[config.mk]
export PLATFORM = sky130hd
export DESIGN_NAME = fifo_rd_packer
export DESIGN_NICKNAME = d
export VERILOG_FILES = /design/src/rtl/fifo_rd_pkg.sv /design/src/rtl/sync_buf.sv /design/src/rtl/fifo_rd_packer.sv
export SDC_FILE = /design/constraint.sdc
export NUM_CORES = 1
export LEC_CHECK = 0
export ABC_AREA = 1
export BUFFER_PORTS_ARGS = -buffer_cell sky130_fd_sc_hd__buf_2
export CORE_MARGIN = 2
export CORE_UTILIZATION = 30
export DETAILED_ROUTE_END_ITERATION = 8
export PLACE_DENSITY = 0.49
export SLEW_MARGIN = 20
export SYNTH_ARGS = -nofsm -noshare
export SYNTH_HDL_FRONTEND = slang
export SYNTH_SLANG_ARGS = --single-unit
[constraint.sdc]
create_clock -name rd_clk -period 5.3 [get_ports rd_clk]
set_input_delay 0.265 -clock rd_clk [delete_from_list [all_inputs] [get_ports rd_clk]]
set_output_delay 0.265 -clock rd_clk [all_outputs]
set_load 0.05 [all_outputs]
[src/rtl/fifo_rd_pkg.sv]
// Shared types for the FIFO read-side packer: word/beat widths and packer states.
package fifo_rd_pkg;

    localparam int DW = 18;

    typedef logic [DW-1:0]   word_t;
    typedef logic [2*DW-1:0] beat_t;

    typedef enum logic {
        IDLE     = 1'b0,
        LOW_HELD = 1'b1
    } pk_state_e;

endpackage

[src/rtl/sync_buf.sv]
// Single-clock show-ahead FIFO: dout always presents the oldest entry while count != 0.
module sync_buf #(
    parameter int DW    = 18,
    parameter int DEPTH = 4
) (
    input  logic                     clk,
    input  logic                     rst,
    input  logic                     push,
    input  logic [DW-1:0]            din,
    input  logic                     pop,
    output logic [DW-1:0]            dout,
    output logic [$clog2(DEPTH):0]   count
);

    localparam int AW = $clog2(DEPTH);

    logic [DW-1:0] mem [DEPTH];
    logic [AW-1:0] wp, rp;

    // Storage carries no reset; only the pointers define what is valid.
    always_ff @(posedge clk) begin
        if (push) mem[wp] <= din;
    end

    always_ff @(posedge clk or posedge rst) begin
        if (rst) begin
            wp    <= '0;
            rp    <= '0;
            count <= '0;
        end else begin
            if (push) wp <= wp + AW'(1);
            if (pop)  rp <= rp + AW'(1);
            case ({push, pop})
                2'b10:   count <= count + (AW+1)'(1);
                2'b01:   count <= count - (AW+1)'(1);
                default: count <= count;
            endcase
        end
    end

    assign dout = mem[rp];

endmodule

[src/rtl/fifo_rd_packer.sv]
// Drains a standard-read FIFO, packs word pairs into {word1, word0} beats on a
// valid/ready stream and checks the incrementing test pattern on the way in.
module fifo_rd_packer #(
    parameter int DW        = fifo_rd_pkg::DW,
    parameter int BUF_DEPTH = 4,
    parameter int CNT_W     = 16
) (
    input  logic              rd_clk,
    input  logic              rst,
    input  logic              fifo_empty,
    output logic              fifo_rd_en,
    input  logic [DW-1:0]     fifo_dout,
    input  logic              fifo_valid,
    output logic [2*DW-1:0]   m_data,
    output logic              m_valid,
    input  logic              m_ready,
    output logic              seq_err,
    output logic [CNT_W-1:0]  err_cnt,
    output logic [31:0]       word_cnt
);

    import fifo_rd_pkg::pk_state_e, fifo_rd_pkg::IDLE, fifo_rd_pkg::LOW_HELD;

    localparam int AW = $clog2(BUF_DEPTH);

    logic            inflight;
    logic            acc;
    logic [AW:0]     buf_count;
    logic [AW+1:0]   occ;
    logic [DW-1:0]   buf_dout;
    logic            pop;
    logic            ld_lo;
    logic            ld_beat;
    logic [DW-1:0]   word0;
    logic            synced;
    logic [DW-1:0]   expected;
    pk_state_e       state_q, state_d;

    // Reserve a slot for the outstanding read so the buffer can never overflow.
    assign occ        = {1'b0, buf_count} + {{(AW+1){1'b0}}, inflight};
    assign fifo_rd_en = ~fifo_empty & ~rst & (occ < (AW+2)'(BUF_DEPTH));
    assign acc        = fifo_valid & inflight;

    sync_buf #(
        .DW    (DW),
        .DEPTH (BUF_DEPTH)
    ) u_buf (
        .clk   (rd_clk),
        .rst   (rst),
        .push  (acc),
        .din   (fifo_dout),
        .pop   (pop),
        .dout  (buf_dout),
        .count (buf_count)
    );

    always_comb begin
        state_d = state_q;
        pop     = 1'b0;
        ld_lo   = 1'b0;
        ld_beat = 1'b0;
        case (state_q)
            IDLE: begin
                if (buf_count != '0) begin
                    pop     = 1'b1;
                    ld_lo   = 1'b1;
                    state_d = LOW_HELD;
                end
            end
            LOW_HELD: begin
                if (buf_count != '0 && (!m_valid || m_ready)) begin
                    pop     = 1'b1;
                    ld_beat = 1'b1;
                    state_d = IDLE;
                end
            end
            default: state_d = IDLE;
        endcase
    end

    always_ff @(posedge rd_clk or posedge rst) begin
        if (rst) begin
            state_q <= IDLE;
            word0   <= '0;
            m_data  <= '0;
            m_valid <= 1'b0;
        end else begin
            state_q <= state_d;
            if (ld_lo) word0 <= buf_dout;
            if (ld_beat) begin
                m_data  <= {buf_dout, word0};
                m_valid <= 1'b1;
            end else if (m_ready) begin
                m_valid <= 1'b0;
            end
        end
    end

    // A read issued in the same cycle its predecessor returns keeps inflight high.
    always_ff @(posedge rd_clk or posedge rst) begin
        if (rst)             inflight <= 1'b0;
        else if (fifo_rd_en) inflight <= 1'b1;
        else if (fifo_valid) inflight <= 1'b0;
    end

    always_ff @(posedge rd_clk or posedge rst) begin
        if (rst) begin
            synced   <= 1'b0;
            expected <= '0;
            seq_err  <= 1'b0;
            err_cnt  <= '0;
            word_cnt <= '0;
        end else if (acc) begin
            word_cnt <= word_cnt + 32'd1;
            synced   <= 1'b1;
            expected <= fifo_dout + DW'(1);
            if (synced && fifo_dout != expected) begin
                seq_err <= 1'b1;
                if (err_cnt != '1) err_cnt <= err_cnt + CNT_W'(1);
            end
        end
    end

endmodule

# Yosys cells after proc, flatten, opt, wreduce, memory -nomap -nowiden
# Memory sizes are Yosys's and may differ from the RTL's.
# Index checks and enable logic that the tools add are counted.
dict set report totals {
  register_bits 132
  latchBits 0
  ramBits 72
  rom_bits 0
  output_inout_bits 87
  wordCells 57
  memories 1
}
# memory depth width read_ports rd_ports_with_merged_regs write_ports line_no
set mem_list {}
lappend mem_list {u_buf.mem 4 18 1 0 1 sync_buf.sv:17} ;# logic [DW-1:0] mem [DEPTH];
dict set report classes {
  add_sub_neg 8
  multipliers 0
  n_div 0
  magnitude_cmp 1
  n_eq_ne 4
  shift 0
  mux 14
  bitwise_logic 6
  n_reduce_logical 10
}
# cell n
set ops {}
lappend ops {{$add A32 B1 Y32 const B} 1}
lappend ops {{$add A18 B1 Y18 const B} 1}
lappend ops {{$ne A18 B18 Y1} 1}
lappend ops {{$add A16 B1 Y16 const B} 1}
lappend ops {{$ne A16 B16 Y1 const B} 1}
lappend ops {{$mux W1} 11}
lappend ops {{$pmux W3 S2} 1}
lappend ops {{$reduce_bool A2 Y1} 3}
lappend ops {{$add A2 B1 Y2 const B} 2}
lappend ops {{$add A3 B1 Y4} 1}
lappend ops {{$lt A4 B3 Y1 const B} 1}
lappend ops {{$pmux W1 S2} 2}
lappend ops {{$add A3 B1 Y3 const B} 1}
lappend ops {{$and A1 B1 Y1} 3}
lappend ops {{$not A1 Y1} 3}
lappend ops {{$reduce_and A3 Y1} 1}
lappend ops {{$reduce_bool A3 Y1} 1}
lappend ops {{$sub A3 B1 Y3 const B} 1}
lappend ops {{$eq A2 B1 Y1 const B} 1}
lappend ops {{$eq A2 B2 Y1 const B} 1}
lappend ops {{$logic_and A1 B1 Y1} 2}
lappend ops {{$reduce_and A2 Y1} 1}
lappend ops {{$logic_not A1 Y1} 1}
lappend ops {{$logic_or A1 B1 Y1} 1}

# Depth between registers and ports, before layout
# Gate-level depths: netlist of the first run.
dict set report logic_depth {
  depth_word 7
  depth_mapped 13
}

# Modules after synthesis
# From an unflattened synthesis of the first run, not the netlist that was laid out.
dict set report hier_totals {
  cells_unflattened 1013
  hier_area_um2 9522.9
}
# mod instances cells_per_inst area_each_um2 seq_area_each_um2
set by_module_without_submodules {}
lappend by_module_without_submodules {fifo_rd_packer 1 756 6204.7 3128.0}
lappend by_module_without_submodules {sync_buf 1 257 3318.2 2337.2}

# Worst setup path before layout of the first run
# No wires, ideal clock.
dict set report synth_timing {
  kind {register to register}
  startpoint {register u_buf.count[0]}
  endpoint {register inflight}
  setup_ns 0.078
  t_arrival_ns 2.294
  required_ns 5.222
  path_slack_ns 2.928
  path_stages_with_launch 5
  path_buffers 0
  path_cell_list {dfrtp_1 inv_1 nor3_1 nor4_1 o21bai_1}
}
dict set report synth_via {
  elab_chain_len 4
}
# item line_no
set synth_rtl {}
lappend synth_rtl {{start, declared} sync_buf.sv:12} ;# output logic [$clog2(DEPTH):0] count
lappend synth_rtl {{start signal, assigned} sync_buf.sv:34} ;# 2'b10: count <= count + (AW+1)'(1);
lappend synth_rtl {{start signal, assigned} sync_buf.sv:35} ;# 2'b01: count <= count - (AW+1)'(1);
lappend synth_rtl {{start signal, assigned} sync_buf.sv:36} ;# default: count <= count;
lappend synth_rtl {{$add A3 B1 Y4 *} fifo_rd_packer.sv:40} ;# assign occ = {1'b0, buf_count} + {{(AW+1){1'b0}}, inflight};
lappend synth_rtl {{$lt A4 B3 Y1 *} fifo_rd_packer.sv:41} ;# assign fifo_rd_en = ~fifo_empty & ~rst & (occ < (AW+2)'(BUF_DEPTH));
lappend synth_rtl {{$and A1 B1 Y1 *} fifo_rd_packer.sv:41}
lappend synth_rtl {{named net fifo_rd_en} fifo_rd_packer.sv:11} ;# output logic fifo_rd_en,
lappend synth_rtl {{$mux W1 / $reduce_bool A2 Y1 (equally long branches)} n/a}
lappend synth_rtl {{end signal, assigned} fifo_rd_packer.sv:101} ;# if (rst) inflight <= 1'b0;
lappend synth_rtl {{end signal, assigned} fifo_rd_packer.sv:102} ;# else if (fifo_rd_en) inflight <= 1'b1;
lappend synth_rtl {{end signal, assigned} fifo_rd_packer.sv:103} ;# else if (fifo_valid) inflight <= 1'b0;
lappend synth_rtl {{end, declared} fifo_rd_packer.sv:26} ;# logic inflight;
# The timed path passes the listed nets; every way through them passes the cells marked *.
# A chain may end at the register's enable or synchronous reset.

# Worst setup path after layout of the first run
dict set report layout_timing {
  startpoint {register u_buf.count[0]}
  endpoint {register u_buf.count[2]}
}
dict set report layout_via {
  elab_chain_len 6
}
# item line_no
set layout_rtl {}
lappend layout_rtl {{$reduce_bool A3 Y1 *} {fifo_rd_packer.sv:64, fifo_rd_packer.sv:71}}
lappend layout_rtl {{$logic_and A1 B1 Y1} fifo_rd_packer.sv:71} ;# if (buf_count != '0 && (!m_valid || m_ready)) begin
lappend layout_rtl {{$mux W1} fifo_rd_packer.sv:71}
lappend layout_rtl {{$pmux W1 S2 *} fifo_rd_packer.sv:62} ;# case (state_q)
lappend layout_rtl {{named net pop} fifo_rd_packer.sv:31} ;# logic pop;
lappend layout_rtl {{$eq A2 B1 Y1 / $eq A2 B2 Y1 (equally long branches)} sync_buf.sv:33} ;# case ({push, pop})
lappend layout_rtl {{$pmux W3 S2 / $reduce_bool A2 Y1 (equally long branches)} n/a}
# Marks and branches as above.

==> results of run 1 <==
-- path summary, 6_finish.rpt --
path                                     start                to  slack [ns]  cells after the start
worst max-delay path            u_buf.count[0]    u_buf.count[2]        2.77                     12
worst min-delay path             fifo_dout[15]  u_buf.mem[1][15]        0.02                      1
worst max register to register  u_buf.count[0]    u_buf.count[2]        2.77                     12
worst min register to register          synced            synced        0.46                      2
max in group asynchronous                  rst        err_cnt[2]        3.72                      4
min in group asynchronous                  rst          inflight        0.49                      3
-- power groups by stage --
stage | Combinational (W) | Clock [W] | Sequential (W)
3_3_place_gp | 0.00209 | 0 | 0.00227
6_report | 0.00209 | 0.00163 | 0.00225
2_1_floorplan | 0.00106 | 0 | 0.00280
3_5_place_dp | 0.00211 | 0 | 0.00228
5_1_grt | 0.00236 | 0.00175 | 0.00231
4_1_cts | 0.00212 | 0.00168 | 0.00225
-- placed cells by master (no fill, tap or decap), types with 4 or more instances in the layout --
cell,n
nor3_1,21
o21ai_0,76
buf_2,109
o22ai_1,18
xor2_1,36
clkbuf_16,24
inv_2,4
xnor2_1,18
nor2_1,93
dfrtp_1,132
nand4_1,28
nor2_2,7
nand3_1,26
ha_1,8
clkbuf_1,6
inv_1,95
nand2_1,317
buf_4,9
edfxtp_1,72
-- critical path, stage by stage (launching register included) --
cell and delay [ns]:
dfrtp_1 0.36, inv_1 0.09, nand3_1 0.11, inv_1 0.09
nor2_4 0.46, nor2_1 0.18, inv_1 0.09, ha_1 0.13
inv_1 0.06, fa_1 0.38, a21oi_1 0.16, o21ai_0 0.13
xor2_1 0.15
-- stage by stage --
step | util (%) | instances | instance area, µm²
global route | 36.2 | 1535 | 11000
floorplan | - | 1006 | 9260
global placement | 33.6 | 1489 | 10200
detailed placement | 33.6 | 1489 | 10200
finish | 36.2 | 1536 | 11000
CTS | 36.2 | 1535 | 11000
-- cells by family after synthesis --
group	count (synthesis)	share of synthesized area [%]
adder cells (fa/ha/maj)	9	1.30
AND/OR/NAND/NOR	507	23.3
AO/OA/AOI/OAI	101	5.77
buffers and inverters	131	5.58
XOR/XNOR	54	5.11
flip-flops	204	59.0
-- final cells by class --
class                   instances  area, µm²
inverters                     100        380
flip-flops and latches        204       5470
fillers                      3142      19500
multi-input cells             671       3290
clock inverters                12        125
well taps                     396        495
clock buffers                  32        651
diodes                          1       2.50
repair buffers                120        633
-- repair_timing --
item / in CTS / in global routing
hold endpoints to repair: 59 / 0
endpoints found under the setup margin: 0 / 0
hold buffers: 2 / 0
-- flip-flops by register name, summed over array words and instances (netlist names) --
| signal | flops |
|---|---|
| u_buf.mem | 72 |
| m_data | 36 |
| word_cnt | 32 |
| expected | 18 |
| word0 | 18 |
| err_cnt | 16 |
| u_buf.count | 3 |
| u_buf.rp | 2 |
| u_buf.wp | 2 |
| inflight | 1 |
| m_valid | 1 |
| seq_err | 1 |
| state_q | 1 |
| synced | 1 |
-- layer usage --
layer  part of all wire, %  up-vias  routed length, µm
met5                  0.11        -                 24
met4                   1.8        4                388
met3                   4.6       36                973
met2                    43      138               9230
met1                    50     3149              10700
li1                      -     3484                  -
==> impl_metrics.tcl, run 1 <==
set metrics [dict create \
    tightest_slew_ns 0.862 \
    grt_overflow 0 \
    vias_per_cell 4.43 \
    yosysWarnings 0 \
    clockBufferDepth 3 \
    busiest_layer "met2" \
    grt_use_met1_pct 18.8 \
    cts_sinks 204 \
    cts_setup_buffers 0 \
    layout-drive-gt1-share_pct 15.6 \
    drt_iter0_drc 357 \
    min_period_over_period_pct 47.6 \
    p_per_area_nw_per_um2 541 \
    die_w_um 180 \
    fin_tns_setup_ns 0 \
    p_comb_share_pct 35.0 \
    grt_use_met3_pct 2.67 \
    worstPathRequired_ns 5.70 \
    synth_top_area_share_pct 35.7 \
    place_ws_ns 2.39 \
    ioPinCount 110 \
    rows 64 \
    power.switching_w 0.00243 \
    first_pass_iters 4 \
    crit_type "reg2reg" \
    ys_seq_area_share_pct 59.0 \
    core_area_um2 30500 \
    cp-start-kind "flop" \
    timing.final.ws_setup_ns 2.77 \
    die_y_um 180 \
    grt_pass1_wl_mm 35.8 \
    ant_nets 0 \
    synth_area_leaders "dfrtp_1, edfxtp_1, nand2_1" \
    drv_cap 0 \
    wl_mm 21.3 \
    whs_ns 0.0250 \
    max_freq_mhz 396 \
    worstPathArrival_ns 2.93 \
    fin_nets 1153 \
    clk_pin_slew_ns 0.06 \
    rsz0062_at_grt "no" \
    port_buffers 109 \
    syn_area_um2 9260 \
    max_slew_margin_pct 42.5 \
    irDropWorstVdd_mv 0.197 \
    min_path_type "in2reg" \
    synth_ff_type "dfrtp_1" \
    seq_power_share_pct 37.7 \
    fin_skew_ns 0.0100 \
    fp.dieArea_um2 32300 \
    yosysMostFrequentCell "nand2_1" \
    syn_nets 1038 \
    maxSlewViolCount 0 \
    grt_start_max_net_pins 94 \
    drc_errors 0 \
    synth.distinct_cells 35 \
    synth_top_area_cell "dfrtp_1" \
    cellLeakagePower_nw 5.19 \
    dr_total_vias 6811 \
    sw_frac_of_total_pct 40.7 \
    grt_pass1_vias 6772 \
    syn_avg_cell_area_um2 9.21 \
    synthCells 1006 \
    cp-end-kind "flop" \
    p_int_w 0.00354 \
    synth_edf_count 72 \
    clockPowerShare_pct 27.3 \
    htree_levels 1 \
    setup_viol 0 \
    dp_hpwl_mm 14.2 \
    root_buffer "clkbuf_16" \
    ys_async_sr_fraction_pct 64.7 \
    ctsResizeCount 0 \
    synth_common_cells "nand2_1, dfrtp_1, inv_1, nor2_1, o21ai_0" \
    wl_per_cell_um 13.9 \
    cts_tree "done" \
    period_minus_slack_ns 2.53 \
    antenna_found_initial 2 \
    hold_viol_final 0 \
    insertion_delay_ns 0.52 \
    initial_core_util_pct 30.4 \
    grt_util_all_layers_pct 13.3 \
    grt_use_met2_pct 21.2 \
    syn_to_final_growth_pct 19.2 \
    routabilityCongestion 0.778 \
    path_max_fanout 30 \
    cts_inserted_buffers 24 \
    power_w 0.00597 \
    ys_seq_elements 204 \
    outcome "complete, no violations" \
]
No activity file was read; power rests on OpenSTA's default activity.
==> run 2: changes to the inputs <==
--- a/config.mk
+++ b/config.mk
@@ -5,7 +5,7 @@
 export SDC_FILE = /design/constraint.sdc
 export NUM_CORES = 1
 export LEC_CHECK = 0
-export ABC_AREA = 1
+export ABC_AREA = 0
 export BUFFER_PORTS_ARGS = -buffer_cell sky130_fd_sc_hd__buf_2
 export CORE_MARGIN = 2
 export CORE_UTILIZATION = 30
==> constraint.sdc (replaced) <==
create_clock -name rd_clk -period 2.45 [get_ports rd_clk]
set_input_delay 0.1225 -clock rd_clk [delete_from_list [all_inputs] [get_ports rd_clk]]
set_output_delay 0.1225 -clock rd_clk [all_outputs]
set_load 0.05 [all_outputs]
==> impl_metrics.tcl, run 2 <==
set metrics [dict create \
    synth_area_leaders "dfrtp_1, edfxtp_1, mux2_2" \
    clk_pin_slew_ns 0.06 \
    worstPathRequired_ns 2.82 \
    synth_common_cells "dfrtp_1, edfxtp_1, mux2_2, nand2_1, xor2_1" \
    diodes 0 \
    syn_to_final_growth_pct 24.6 \
    die_w_um 172 \
    nFillCells 2722 \
    worstPathArrival_ns 2.54 \
    synth.distinct_cells 41 \
    path_max_fanout 14 \
    fin_tns_setup_ns 0 \
    rows 61 \
    min_path_cells 3 \
    ys_seq_elements 204 \
    htree_levels 1 \
    min_path_type "in2reg" \
    max_freq_mhz 460 \
    ioPinCount 110 \
    grt_util_all_layers_pct 12.3 \
    hold_buffers 22 \
    synth_top_area_cell "dfrtp_1" \
    place_ws_ns 0.286 \
    grt_pass1_vias 5377 \
    yosysMostFrequentCell "dfrtp_1" \
    min_period_over_period_pct 88.7 \
    wl_per_cell_um 15.7 \
    cts_setup_buffers 0 \
    syn_avg_cell_area_um2 14.6 \
    cp-start-kind "flop" \
    grt_overflow 0 \
    mostFrequentLayoutCell "dfrtp_1" \
    cts_inserted_buffers 24 \
    ant_nets 0 \
    placed_cell_area_um2 9550 \
    die_y_um 172 \
    grt_start_max_net_pins 82 \
    root_buffer "clkbuf_16" \
    clockBufferDepth 3 \
    layout_common_cells "dfrtp_1, buf_2, edfxtp_1" \
    timing.final.ws_setup_ns 0.277 \
    max_flop_register "u_buf.mem" \
    drv_cap 0 \
    final_util_pct 37.9 \
    grt_pass1_wl_mm 28.8 \
    ctsResizeCount 0 \
    irDropWorstVdd_mv 0.413 \
    synth_edf_count 72 \
    syn_nets 610 \
    port_buffers 109 \
    maxSlewViolCount 0 \
    cts_sinks 204 \
    cellLeakagePower_nw 4.46 \
    cp-end-kind "flop" \
    synth_top_area_share_pct 39.1 \
    wl_mm 17.8 \
    vias_per_cell 4.53 \
    reg_top3 "u_buf.mem (72), m_data (36), word_cnt (32)" \
    first_pass_iters 4 \
    dp_hpwl_mm 12.1 \
    setup_viol 0 \
    ys_seq_area_share_pct 64.7 \
    outcome "complete, no violations" \
    layout-drive-gt1-share_pct 32.9 \
    r2r_cells 7 \
    largest_reg_flops 72 \
    fin_nets 765 \
    synth_ff_type "dfrtp_1" \
    period_minus_slack_ns 2.17 \
    cts_tree "done" \
    initial_core_util_pct 30.4 \
    p_per_area_nw_per_um2 1230 \
    routabilityCongestion 0.779 \
    fp.dieArea_um2 29500 \
    antenna_found_initial 0 \
    design_area_um2 10500 \
    fin_skew_ns 0.00894 \
    tightest_slew_ns 0.472 \
    drt_iter0_drc 256 \
    max_slew_margin_pct 68.3 \
    synthCells 578 \
    hold_viol_final 0 \
    core_area_um2 27800 \
    crit_type "reg2reg" \
    dr_total_vias 5117 \
    drc_errors 0 \
    ys_async_sr_fraction_pct 64.7 \
    insertion_delay_ns 0.52 \
    rsz0062_at_grt "no" \
    syn_area_um2 8450 \
    yosysWarnings 0 \
]
## run 2: report_power, final
group / internal (W) / switching (W)
clock: 0.00203 / 0.00138
sequential: 0.00443 / 0.000491
combinational: 0.00176 / 0.00283
## run 2: worst max-delay path, stage by stage (launching register included)
cell	delay, ns
dfrtp_1	0.38
xor2_1	0.16
nor4_1	0.34
nand3_1	0.18
nor4_4	0.43
buf_4	0.28
nor4_1	0.10
xor2_1	0.16
## run 2: cells by family (layout without fill, tap and decap cells)
logic type      after synthesis  in the layout  synth area share (%)
xor+xnor                     84             84                  8.70
simple gates                151            151                  9.47
fa+ha+maj                     9              9                  1.42
compound gates               23             23                  1.51
mux                          77             77                  12.7
flops                       204            204                  64.7
buf+inv                      30            203                  1.55
## run 2: per-layer routing
layer	global-route usage (%)	vias to the layer above	share of wire, %
li1	-	2394	-
met1	16.2	2571	45
met2	20.3	119	47
met3	3.04	33	5.6
met4	3.40	0	2.5
met5	0	-	0
## run 2: worst paths after layout
check	start	to	slack, ns
setup / recovery	expected[4]	err_cnt[13]	0.28
hold / removal	fifo_valid	word_cnt[2]	0.05
setup reg to reg	expected[4]	err_cnt[13]	0.28
hold reg to reg	word_cnt[31]	word_cnt[31]	0.48
max in group asynchronous	rst	m_data[30]	1.77
min in group asynchronous	rst	inflight	0.27
## run 2: per-stage QoR
| stage | power, W | hold WS (ns) | instances |
|---|---|---|---|
| finish | 0.0129 | 0.0507 | 1129 |
| floorplan | 0.00846 | 0.221 | 578 |
| global route | 0.0137 | 0.0747 | 1129 |
| CTS | 0.0131 | 0.0322 | 1129 |
| global placement | 0.00946 | 0.260 | 1063 |
| detailed placement | 0.00962 | 0.265 | 1063 |
## run 2: final cells by class
cell class	instances	area, µm²	share of cell area, %
repair buffers	146	916	8.70
multi-input cells	344	2860	27.2
inverters	13	52.6	0.499
flip-flops and latches	204	5470	51.9
clock inverters	10	85.1	0.808
clock buffers	34	678	6.44
well taps	378	473	4.49
==> run 3: changes to the inputs <==
--- a/config.mk
+++ b/config.mk
@@ -7,10 +7,13 @@
 export LEC_CHECK = 0
 export ABC_AREA = 0
 export BUFFER_PORTS_ARGS = -buffer_cell sky130_fd_sc_hd__buf_2
+export CELL_PAD_IN_SITES_DETAIL_PLACEMENT = 1
+export CELL_PAD_IN_SITES_GLOBAL_PLACEMENT = 2
 export CORE_MARGIN = 2
 export CORE_UTILIZATION = 30
 export DETAILED_ROUTE_END_ITERATION = 8
-export PLACE_DENSITY = 0.49
+export GPL_ROUTABILITY_DRIVEN = 0
+export PLACE_DENSITY = 0.66
 export SLEW_MARGIN = 20
 export SYNTH_ARGS = -nofsm -noshare
 export SYNTH_HDL_FRONTEND = slang
==> constraint.sdc (replaced) <==
create_clock -name rd_clk -period 1.8 [get_ports rd_clk]
set_input_delay 0.09 -clock rd_clk [delete_from_list [all_inputs] [get_ports rd_clk]]
set_output_delay 0.09 -clock rd_clk [all_outputs]
set_load 0.05 [all_outputs]
==> impl_metrics.tcl, run 3 (synthesis results as in run 2) <==
set metrics [dict create \
    outcome "finished, violations left" \
    violations "setup timing" \
    fin_skew_ns 0.00978 \
    drv_cap 0 \
    cts_tree "done" \
    ioPinCount 110 \
    drc_errors 0 \
    p_per_area_nw_per_um2 1640 \
    irDropWorstVdd_mv 0.761 \
    dr_total_vias 5382 \
    timing.rr.start "expected[5]" \
    cp_top_family "simple AND/OR/NAND/NOR gates" \
    max_flop_register "u_buf.mem" \
    fin_tns_setup_ns -1.63 \
    worstPathRequired_ns 2.20 \
    largest_reg_flops 72 \
    root_buffer "clkbuf_16" \
    grt_pass1_vias 5885 \
    cp-end-kind "flop" \
    clockBufferDepth 3 \
    hold_viol_final 0 \
    setup_viol 16 \
    holdPathEnd "u_buf.mem[0][10]" \
    cp-start-kind "flop" \
    grt_util_all_layers_pct 14.1 \
    grt_use_met3_pct 2.84 \
    nFillCells 2959 \
    antenna_found_initial 0 \
    min_period_over_period_pct 110 \
    wl_per_cell_um 17.2 \
    vias_per_cell 4.57 \
    grt_start_max_net_pins 107 \
    port_buffers 109 \
    hold_start "fifo_dout[10]" \
    ant_nets 0 \
    diodes 0 \
    die_w_um 172 \
    slowest_stage "dfrtp_1" \
    dp_hpwl_mm 13.9 \
    htree_levels 1 \
    r2r_end "err_cnt[1]" \
    cts_sinks 204 \
    min_path_type "in2reg" \
    worstPathArrival_ns 2.37 \
    initial_core_util_pct 30.4 \
    syn_to_final_growth_pct 33.4 \
    grt_pass1_wl_mm 32.7 \
    cts_inserted_buffers 23 \
    rows 61 \
    mostFrequentLayoutCell "dfrtp_1" \
    maxSlewViolCount 0 \
    die_y_um 172 \
    r2r_slack_ns -0.17 \
    insertion_delay_ns 0.51 \
    crit_type "reg2reg" \
    core_area_um2 27800 \
    timing.final.ws_setup_ns -0.172 \
    tightest_slew_ns 0.579 \
    busiest_layer "met2" \
    fin_nets 815 \
    r2r_cells 7 \
    drt_iter0_drc 278 \
    path_max_fanout 4 \
    first_pass_iters 4 \
    cellLeakagePower_nw 4.74 \
    grt_overflow 0 \
    max_freq_mhz 507 \
    layout-drive-gt1-share_pct 44.4 \
    place_ws_ns -0.337 \
    path_buf_inv 1 \
    fp.dieArea_um2 29500 \
    grt_use_met2_pct 23.6 \
    crit_path_cell_trace "xor2_1 > nor4_2 > nand3_1 > nor4_4 > buf_6 > or3_4 > mux2_4" \
    wl_mm 20.3 \
    period_minus_slack_ns 1.97 \
    clk_pin_slew_ns 0.06 \
    rsz0062_at_grt "yes" \
    cp_slowest_stage_delay_ns 0.39 \
    min_path_cells 2 \
    grt_use_met1_pct 18.5 \
    max_slew_margin_pct 61.4 \
    reg_top3 "u_buf.mem (72), m_data (36), word_cnt (32)" \
    layout_common_cells "dfrtp_1, buf_2, edfxtp_1" \
]
run 3: worst register-to-register path, stage by stage (launching register included):
cell,delay (ns)
dfrtp_1,0.39
xor2_1,0.16
nor4_2,0.37
nand3_1,0.17
nor4_4,0.19
buf_6,0.17
or3_4,0.13
mux2_4,0.29
run 3: final cells by class:
class | instances | area, µm² | area share, %
multi-input combinational | 344 | 3080 | 27.3
timing repair buffer | 197 | 1380 | 12.3
tap | 378 | 473 | 4.19
clock inverter | 10 | 131 | 1.17
clock buffer | 32 | 659 | 5.85
inverter | 13 | 57.6 | 0.510
sequential | 204 | 5490 | 48.7
run 3: what timing repair did:
action                                  in CTS  in global routing
hold endpoints to repair                   204                  0
gates cloned                                 0                  1
pin swaps                                    7                  7
endpoints found under the setup margin      20                 35
gates resized for setup                      7                 20
hold buffers                                20                  0
buffers inserted                             1                  5
run 3: how the worst max path moves through the flow:
stage | start | endpoint | slack (ns) | cells after the start
floorplan | inflight | u_buf.count[2] | -0.19 | 11
global placement | expected[5] | err_cnt[1] | -0.32 | 7
detailed placement | expected[5] | err_cnt[1] | -0.34 | 7
CTS | expected[0] | err_cnt[1] | -0.14 | 7
global route | expected[5] | err_cnt[1] | -0.24 | 7
finish | expected[5] | err_cnt[1] | -0.17 | 7
run 3: per-stage QoR:
stage               instances  utilization, %  total power (W)  area, µm²  hold slack (ns)
floorplan                 578               -           0.0116       8640            0.189
global placement         1109            36.3           0.0133      10100            0.264
detailed placement       1109            36.3           0.0136      10100            0.270
CTS                      1172            40.1           0.0186      11100          0.00393
global route             1178            40.6           0.0195      11300           0.0222
finish                   1178            40.6           0.0185      11300           0.0378
run 3: layer usage:
metal	part of all wire, %	wire length (µm)	vias up
met3	5.8	1180	34
li1	-	-	2486
met5	0	0	-
met1	44	8960	2722
met2	47	9620	140
met4	2.6	524	0
run 3: power breakdown:
| group | internal [W] | total (W) | switching, W |
|---|---|---|---|
| clock network | 0.00299 | 0.00488 | 0.00189 |
| registers | 0.00604 | 0.00673 | 0.000690 |
| logic | 0.00274 | 0.00686 | 0.00413 |
